`src/rtl/rom_reader_pkg.sv`:
```
// Shared types and width helpers for the ROM read sequencer.
package rom_reader_pkg;

    typedef enum logic [2:0] {
        IDLE,
        ISSUE,
        WAIT,
        HOLD,
        FIN
    } state_t;

    localparam int unsigned DEF_ADDR_W = 8;
    localparam int unsigned DEF_DATA_W = 8;
    localparam int unsigned DEF_CNT_W  = DEF_ADDR_W + 1;

    // Count must represent 0..2^addr_w inclusive, hence one extra bit.
    function automatic int unsigned cnt_width(input int unsigned addr_w);
        return addr_w + 1;
    endfunction

endpackage

```
`src/rtl/rom_reader.sv`:
```
// Sweeps an address range over a synchronous ROM port, one read at a time,
// streaming each word out on valid/ready and accumulating a modular checksum.
module rom_reader
    import rom_reader_pkg::*;
#(
    parameter int unsigned ADDR_W = DEF_ADDR_W,
    parameter int unsigned DATA_W = DEF_DATA_W,
    parameter int unsigned RD_LAT = 1
) (
    input  logic                      i_clk,
    input  logic                      i_rst,
    input  logic                      i_start,
    input  logic [ADDR_W-1:0]         i_base,
    input  logic [cnt_width(ADDR_W)-1:0] i_count,
    output logic                      o_busy,
    output logic                      o_done,
    output logic                      o_rom_en,
    output logic [ADDR_W-1:0]         o_rom_addr,
    input  logic [DATA_W-1:0]         i_rom_data,
    output logic [DATA_W-1:0]         o_data,
    output logic                      o_valid,
    output logic                      o_last,
    input  logic                      i_ready,
    output logic [DATA_W-1:0]         o_sum
);

    localparam int unsigned CNT_W = cnt_width(ADDR_W);
    localparam int unsigned LAT_W = 2;

    state_t            state;
    logic [ADDR_W-1:0] addr;
    logic [CNT_W-1:0]  remaining;
    logic [LAT_W-1:0]  lat;

    always_ff @(posedge i_clk) begin
        if (i_rst) begin
            state      <= IDLE;
            addr       <= '0;
            remaining  <= '0;
            lat        <= '0;
            o_busy     <= 1'b0;
            o_done     <= 1'b0;
            o_rom_en   <= 1'b0;
            o_rom_addr <= '0;
            o_data     <= '0;
            o_valid    <= 1'b0;
            o_last     <= 1'b0;
            o_sum      <= '0;
        end else begin
            o_rom_en <= 1'b0;
            o_done   <= 1'b0;

            case (state)
                IDLE: begin
                    if (i_start) begin
                        o_sum <= '0;
                        if (i_count != '0) begin
                            addr       <= i_base;
                            remaining  <= i_count;
                            o_rom_en   <= 1'b1;
                            o_rom_addr <= i_base;
                            o_busy     <= 1'b1;
                            state      <= ISSUE;
                        end else begin
                            o_done <= 1'b1;
                            state  <= FIN;
                        end
                    end
                end

                // Read request is on the port this cycle; arm the latency count.
                ISSUE: begin
                    lat   <= LAT_W'(RD_LAT - 1);
                    state <= WAIT;
                end

                WAIT: begin
                    if (lat == '0) begin
                        o_data  <= i_rom_data;
                        o_valid <= 1'b1;
                        o_last  <= (remaining == CNT_W'(1));
                        state   <= HOLD;
                    end else begin
                        lat <= lat - LAT_W'(1);
                    end
                end

                // Beat is held until accepted; next read issues only after transfer.
                HOLD: begin
                    if (i_ready) begin
                        o_valid   <= 1'b0;
                        o_last    <= 1'b0;
                        o_sum     <= o_sum + o_data;
                        addr      <= addr + ADDR_W'(1);
                        remaining <= remaining - CNT_W'(1);
                        if (remaining != CNT_W'(1)) begin
                            o_rom_en   <= 1'b1;
                            o_rom_addr <= addr + ADDR_W'(1);
                            state      <= ISSUE;
                        end else begin
                            o_busy <= 1'b0;
                            o_done <= 1'b1;
                            state  <= FIN;
                        end
                    end
                end

                FIN: begin
                    state <= IDLE;
                end

                default: begin
                    state <= IDLE;
                end
            endcase
        end
    end

endmodule

```
`config.mk`:
```
export PLATFORM = sky130hd
export DESIGN_NAME = rom_reader
export DESIGN_NICKNAME = d
export VERILOG_FILES = /design/src/rtl/rom_reader_pkg.sv /design/src/rtl/rom_reader.sv
export SDC_FILE = /design/constraint.sdc
export NUM_CORES = 1
export LEC_CHECK = 0
export ABC_CLOCK_PERIOD_IN_PS = 2140
export BUFFER_PORTS_ARGS = -buffer_cell sky130_fd_sc_hd__buf_2
export CORE_ASPECT_RATIO = 0.75
export CORE_MARGIN = 3
export CORE_UTILIZATION = 54
export DETAILED_ROUTE_END_ITERATION = 8
export GPL_ROUTABILITY_DRIVEN = 1
export PLACE_DENSITY = 0.83
export SLEW_MARGIN = 20
export SYNTH_ARGS = -nofsm -noshare
export SYNTH_HDL_FRONTEND = slang
export SYNTH_SLANG_ARGS = --single-unit
```
`constraint.sdc`:
```
create_clock -name i_clk -period 2.14 [get_ports i_clk]
set_clock_uncertainty 0.1 [all_clocks]
set_input_delay 0.214 -clock i_clk [delete_from_list [all_inputs] [get_ports i_clk]]
set_output_delay 0.214 -clock i_clk [all_outputs]
set_load 0.02 [all_outputs]
```
Yosys cells after proc, flatten, opt, wreduce, memory -nomap -nowiden

Cells that the tools add are included.

Flip-flop bits (word level): 51
Input bits: 29
Output and inout bits: 29

Muxes and demuxes: 42
Reductions and logical operators: 14
Add/sub/neg operators: 4
Eq/ne operators: 12

Operator list:

| operator            | count |
|---|---|
| $mux 8              | 7 |
| $pmux 8 s2          | 3 |
| $mux 9              | 3 |
| $pmux 9 s2          | 1 |
| $mux 1              | 15 |
| $mux 3              | 5 |
| $ne 2x2->1 const B  | 7 |
| $pmux 3 s4          | 1 |
| $pmux 1 s2          | 5 |
| $reduce_and 5->1    | 2 |
| $eq 9x1->1 const B  | 1 |
| $ne 9x1->1 const B  | 1 |
| $reduce_and 3->1    | 3 |
| $reduce_bool 9->1   | 1 |
| $sub 9x1->9 const B | 1 |
| $add 8x1->8 const B | 1 |
| $add 8x8->8         | 1 |
| $eq 3x2->1 const B  | 2 |
| $reduce_bool 2->1   | 3 |
| $pmux 2 s2          | 1 |
| $reduce_and 2->1    | 2 |
| $reduce_and 4->1    | 1 |
| $eq 3x1->1 const B  | 1 |
| $logic_not 3->1     | 1 |
| 3 further kinds     | 3 |

Longest topological paths before layout

Word-level depth: 4
Mapped depth: 9

Worst setup path after synthesis

No wires, ideal clock.

Path kind: reg2reg
From: reg o_sum[0]
To: reg o_sum[6]
Slack: 0.019 ns
Stages on the path, launching flop included: 10
Buffers on the path: 0
Data arrival time: 1.920 ns
Cells stage by stage: dfxtp_1 ha_1 inv_1 fa_1 nor2b_1 o21ai_1 a21boi_0 o21a_1 nor3_1 o41ai_1

Cells in the longest elaborated chain, start to end: 3

RTL lines:

| element                  | RTL line         | RTL |
|---|---|---|
| start: declaration       | rom_reader.sv:24 | `output logic [DATA_W-1:0] o_sum` |
| start signal: assignment | rom_reader.sv:93 | `o_sum <= o_sum + o_data;` |
| $add 8x8->8              | rom_reader.sv:93 |  |
| $mux 8                   | rom_reader.sv:90 | `if (i_ready) begin` |
| $pmux 8 s2               | rom_reader.sv:53 | `case (state)` |

Every way passes these cells. The select of a mux whose other input is x is not followed.
A chain may end at the register's enable or synchronous reset.

Worst setup path after layout

From: reg o_sum[1]
To: reg o_sum[7]

Same word-level chain as after synthesis.

==> results by group <==
Setup path
  • Worst setup SP type: register
  • Slowest stage delay, CP: ~0.41 ns
  • CP Data Arrival Time: about 2.3 ns
  • Critical path class: reg2reg
  • CP Buf/Inv Count: 0
  • Required @ worst endpoint: around 2.3 ns
  • CP Capture Type: register
  • Slowest CP cell: dfxtp_1
  • Crit path max-delay family: compound AO/OA/AOI/OAI gates
  • Max Fanout on Critical Path: 4
  • Worst-path cell chain: ha_1 -> a21oi_1 -> nor2_1 -> o31ai_1 -> xor2_1 -> or3_1 -> a31oi_1

Logic synthesis
  • Syn avg cell area: roughly 8.0 sq um
  • Syn Nets: 376
  • Main area contributors after synthesis: dfxtp_1 (38%), nand2_1 (7.0%), a21oi_1 (6.2%), nor2_1 (6.0%), ha_1 (5.1%)
  • FFs w/ async S/R, synth: 0%
  • Number of synthesized flops with an enable pin: 0
  • Most common cell in the netlist: dfxtp_1
  • Commonest cells post-synth: dfxtp_1 (51), nand2_1 (50), nor2_1 (43), a21oi_1 (33), o21ai_0 (15)
  • Gate Count Post-Synth: 335
  • Sequential area share after synthesis: 38.08%
  • Ys flop type: dfxtp_1
  • YS warnings: 0
  • Yosys cell types: 53
  • Post-synth top area share: 38.08%
  • Cell taking the most area after synthesis: dfxtp_1
  • Synthesized cell area: ~0.0027 sq mm
  • Synth Register Bits: slightly above 50

Clock network
  • Clk Latency, worst-skew pair: roughly 0.3 ns
  • Post-CTS Hold Fix Bufs: 0
  • Setup Fix Bufs, Post-CTS: 0
  • Clk sinks: 51
  • Clock tree root buffer cell: clkbuf_8
  • Clk pin slew, worst setup/hold paths: approximately 0.10 ns
  • CTS tree: built
  • CTS Buf Count: 5
  • Clock Tree Buf Depth: 2
  • # H-tree levels: 2

Die
  • I/O pin total: 58
  • Die Wd: ~87 um
  • Full die area: between 0.005 and 0.006 sq mm
  • Num rows: 21
  • Initial Util: 57.98%
  • Core area: ~0.0046 sq mm
  • DIE HEIGHT: 67.03 um

Detailed routing
  • First drt pass iteration count: 5
  • Drt drc: 0
  • Initial DRC count: around 200
  • Routed vias: 2594
  • Wire per inst: 14.84 um
  • Final Routed Wirelength: 6680 um
  • Vias/cell: 5.764
  • DRT antenna net count: 0

GRT
  • Largest net degree at the start of global routing: 31
  • Initial antenna violation count: 0
  • M2 GR Usage: 34.49%
  • Gr busiest metal: met2
  • Vias in the first global route: 2298
  • Global-route wire length before repair: about 11000 um
  • Met3 Usage GRT: around 5.2%
  • Grt total ovfl: 0
  • Grt met1 use: 33.66%
  • Total Routing Usage GR: 23.05%

Power
  • Static Leakage: 1.377 nW
  • Power Dens Cells: 803.0 mW/mm^2
  • VDD IR-drop max: around 0.00050 V

Layout
  • Cell area after layout: around 0.0031 sq mm
  • Multi-input logic area: 0.001541 sq mm
  • Layout cells sized above 1: 22.39%
  • Sequential Area: 0.001025 sq mm
  • Diodes inserted: 0
  • Number of fill cells: 403
  • Layout area overhead: 17.03%
  • Fin util: between 60% and 70%
  • Final Net Count: 433

Run
  • Max Cap Violations: 0

Timing
  • Final setup violation count: 0
  • Max_slew headroom: about three fifths
  • Tmin final: 2.138 ns
  • Final hold violations: 0
  • Unrepaired setup endpoints after global routing: yes
  • Slew Limit Fails: 0
  • Worst slew pin tran: 0.6152 ns
  • FMAX: 467.8 MHz
  • Period utilization: 99.89%

Placement
  • HPWL Detailed: 4757 um
  • I/O Buffers: 57
  • Gp weighted congestion: approximately 0.86
  • Placed instance area: 0.003038 sq mm

Hold path
  • Min-delay worst type: in2reg

Run status
  • Status: finished, final reports clean
## report_power, final
part	leakage, nW	switching, mW	internal [mW]	total, mW
Combinational	0.914	0.454	0.328	0.782
Clock	0.0454	0.328	0.236	0.563
Sequential	0.418	0.117	1.06	1.17
## worst paths after layout
path         slack [ns]   endpoint          start  cells after the start
max               0.002   o_sum[7]       o_sum[1]                      7
min                0.04  o_data[0]  i_rom_data[0]                      3
max reg2reg       0.002   o_sum[7]       o_sum[1]                      7
min reg2reg        0.37  o_data[0]      o_data[0]                      2
## what timing repair did
action | 4_1_cts | 5_1_grt
gates resized for setup | 1 | 5
pin swaps | 0 | 1
endpoints found under the setup margin | 1 | 3
## metrics by stage
stage                     setup slack (ns)  setup TNS (ns)  total power, mW  instances  hold slack [ns]
after floorplan                    0.01916               0            1.721        335           0.2500
after global placement             0.06298               0            1.935        442           0.3556
after detailed placement          0.002139               0            1.956        442           0.3607
after CTS                          0.04100               0            2.515        450          0.03516
after global routing               -0.1364         -0.2687            2.659        450          0.04655
final                             0.002304               0            2.520        450          0.03531
## flip-flops by register name (all words and copies together) (netlist names)
name / cells
o_data: 8
o_sum: 8
lat: 2
o_last: 1
o_valid: 1
addr: 8
o_rom_en: 1
o_rom_addr: 8
state: 3
o_done: 1
o_busy: 1
remaining: 9
## layout make-up
cell class,count,area share (%)
multi-input cells,258,49.12
flip-flops and latches,51,32.66
repair buffers,68,12.12
clock buffers,6,2.313
well taps,57,2.273
inverters,8,0.9569
clock inverters,2,0.5582
## worst min-delay path, delay by kind of cell
| family | cells | cell delay (ns) |
|---|---|---|
| buffers and inverters | 1 | 0.09 |
| AND/OR/NAND/NOR | 1 | 0.05 |
| AO/OA/AOI/OAI | 1 | 0.05 |
## logic make-up (layout without fill, tap and decap cells)
group	count (synthesis)	after routing	share of synthesized area (%)
compound gates	84	84	19.46
xor+xnor	10	10	3.266
fa+ha+maj	12	12	5.880
buf+inv	26	84	4.666
flops	51	51	38.08
mux	7	7	2.613
simple gates	145	145	26.04
## layer usage
| layer | up-vias | part of all wire (%) |
|---|---|---|
| li1 | 1293 | - |
| met2 | 94 | 45 |
| met1 | 1198 | 47 |
| met5 | - | 0 |
| met3 | 9 | 6.8 |
| met4 | 0 | 1.0 |
## layout by cell type (no fill, tap or decap), types with 4 or more instances in the layout
cell type and count:
o21ai_0 15, inv_1 8, a22oi_1 7, xor2_1 5
and3_1 6, dfxtp_1 48, nor3_1 6, clkbuf_8 5
ha_1 11, buf_2 57, buf_4 10, xnor2_1 5
nand3_1 11, nor2b_1 4, nand2_1 50, a21oi_1 33
nor2_1 43, nand3b_1 8, mux2i_1 7
(Power assumes the default switching activity.)
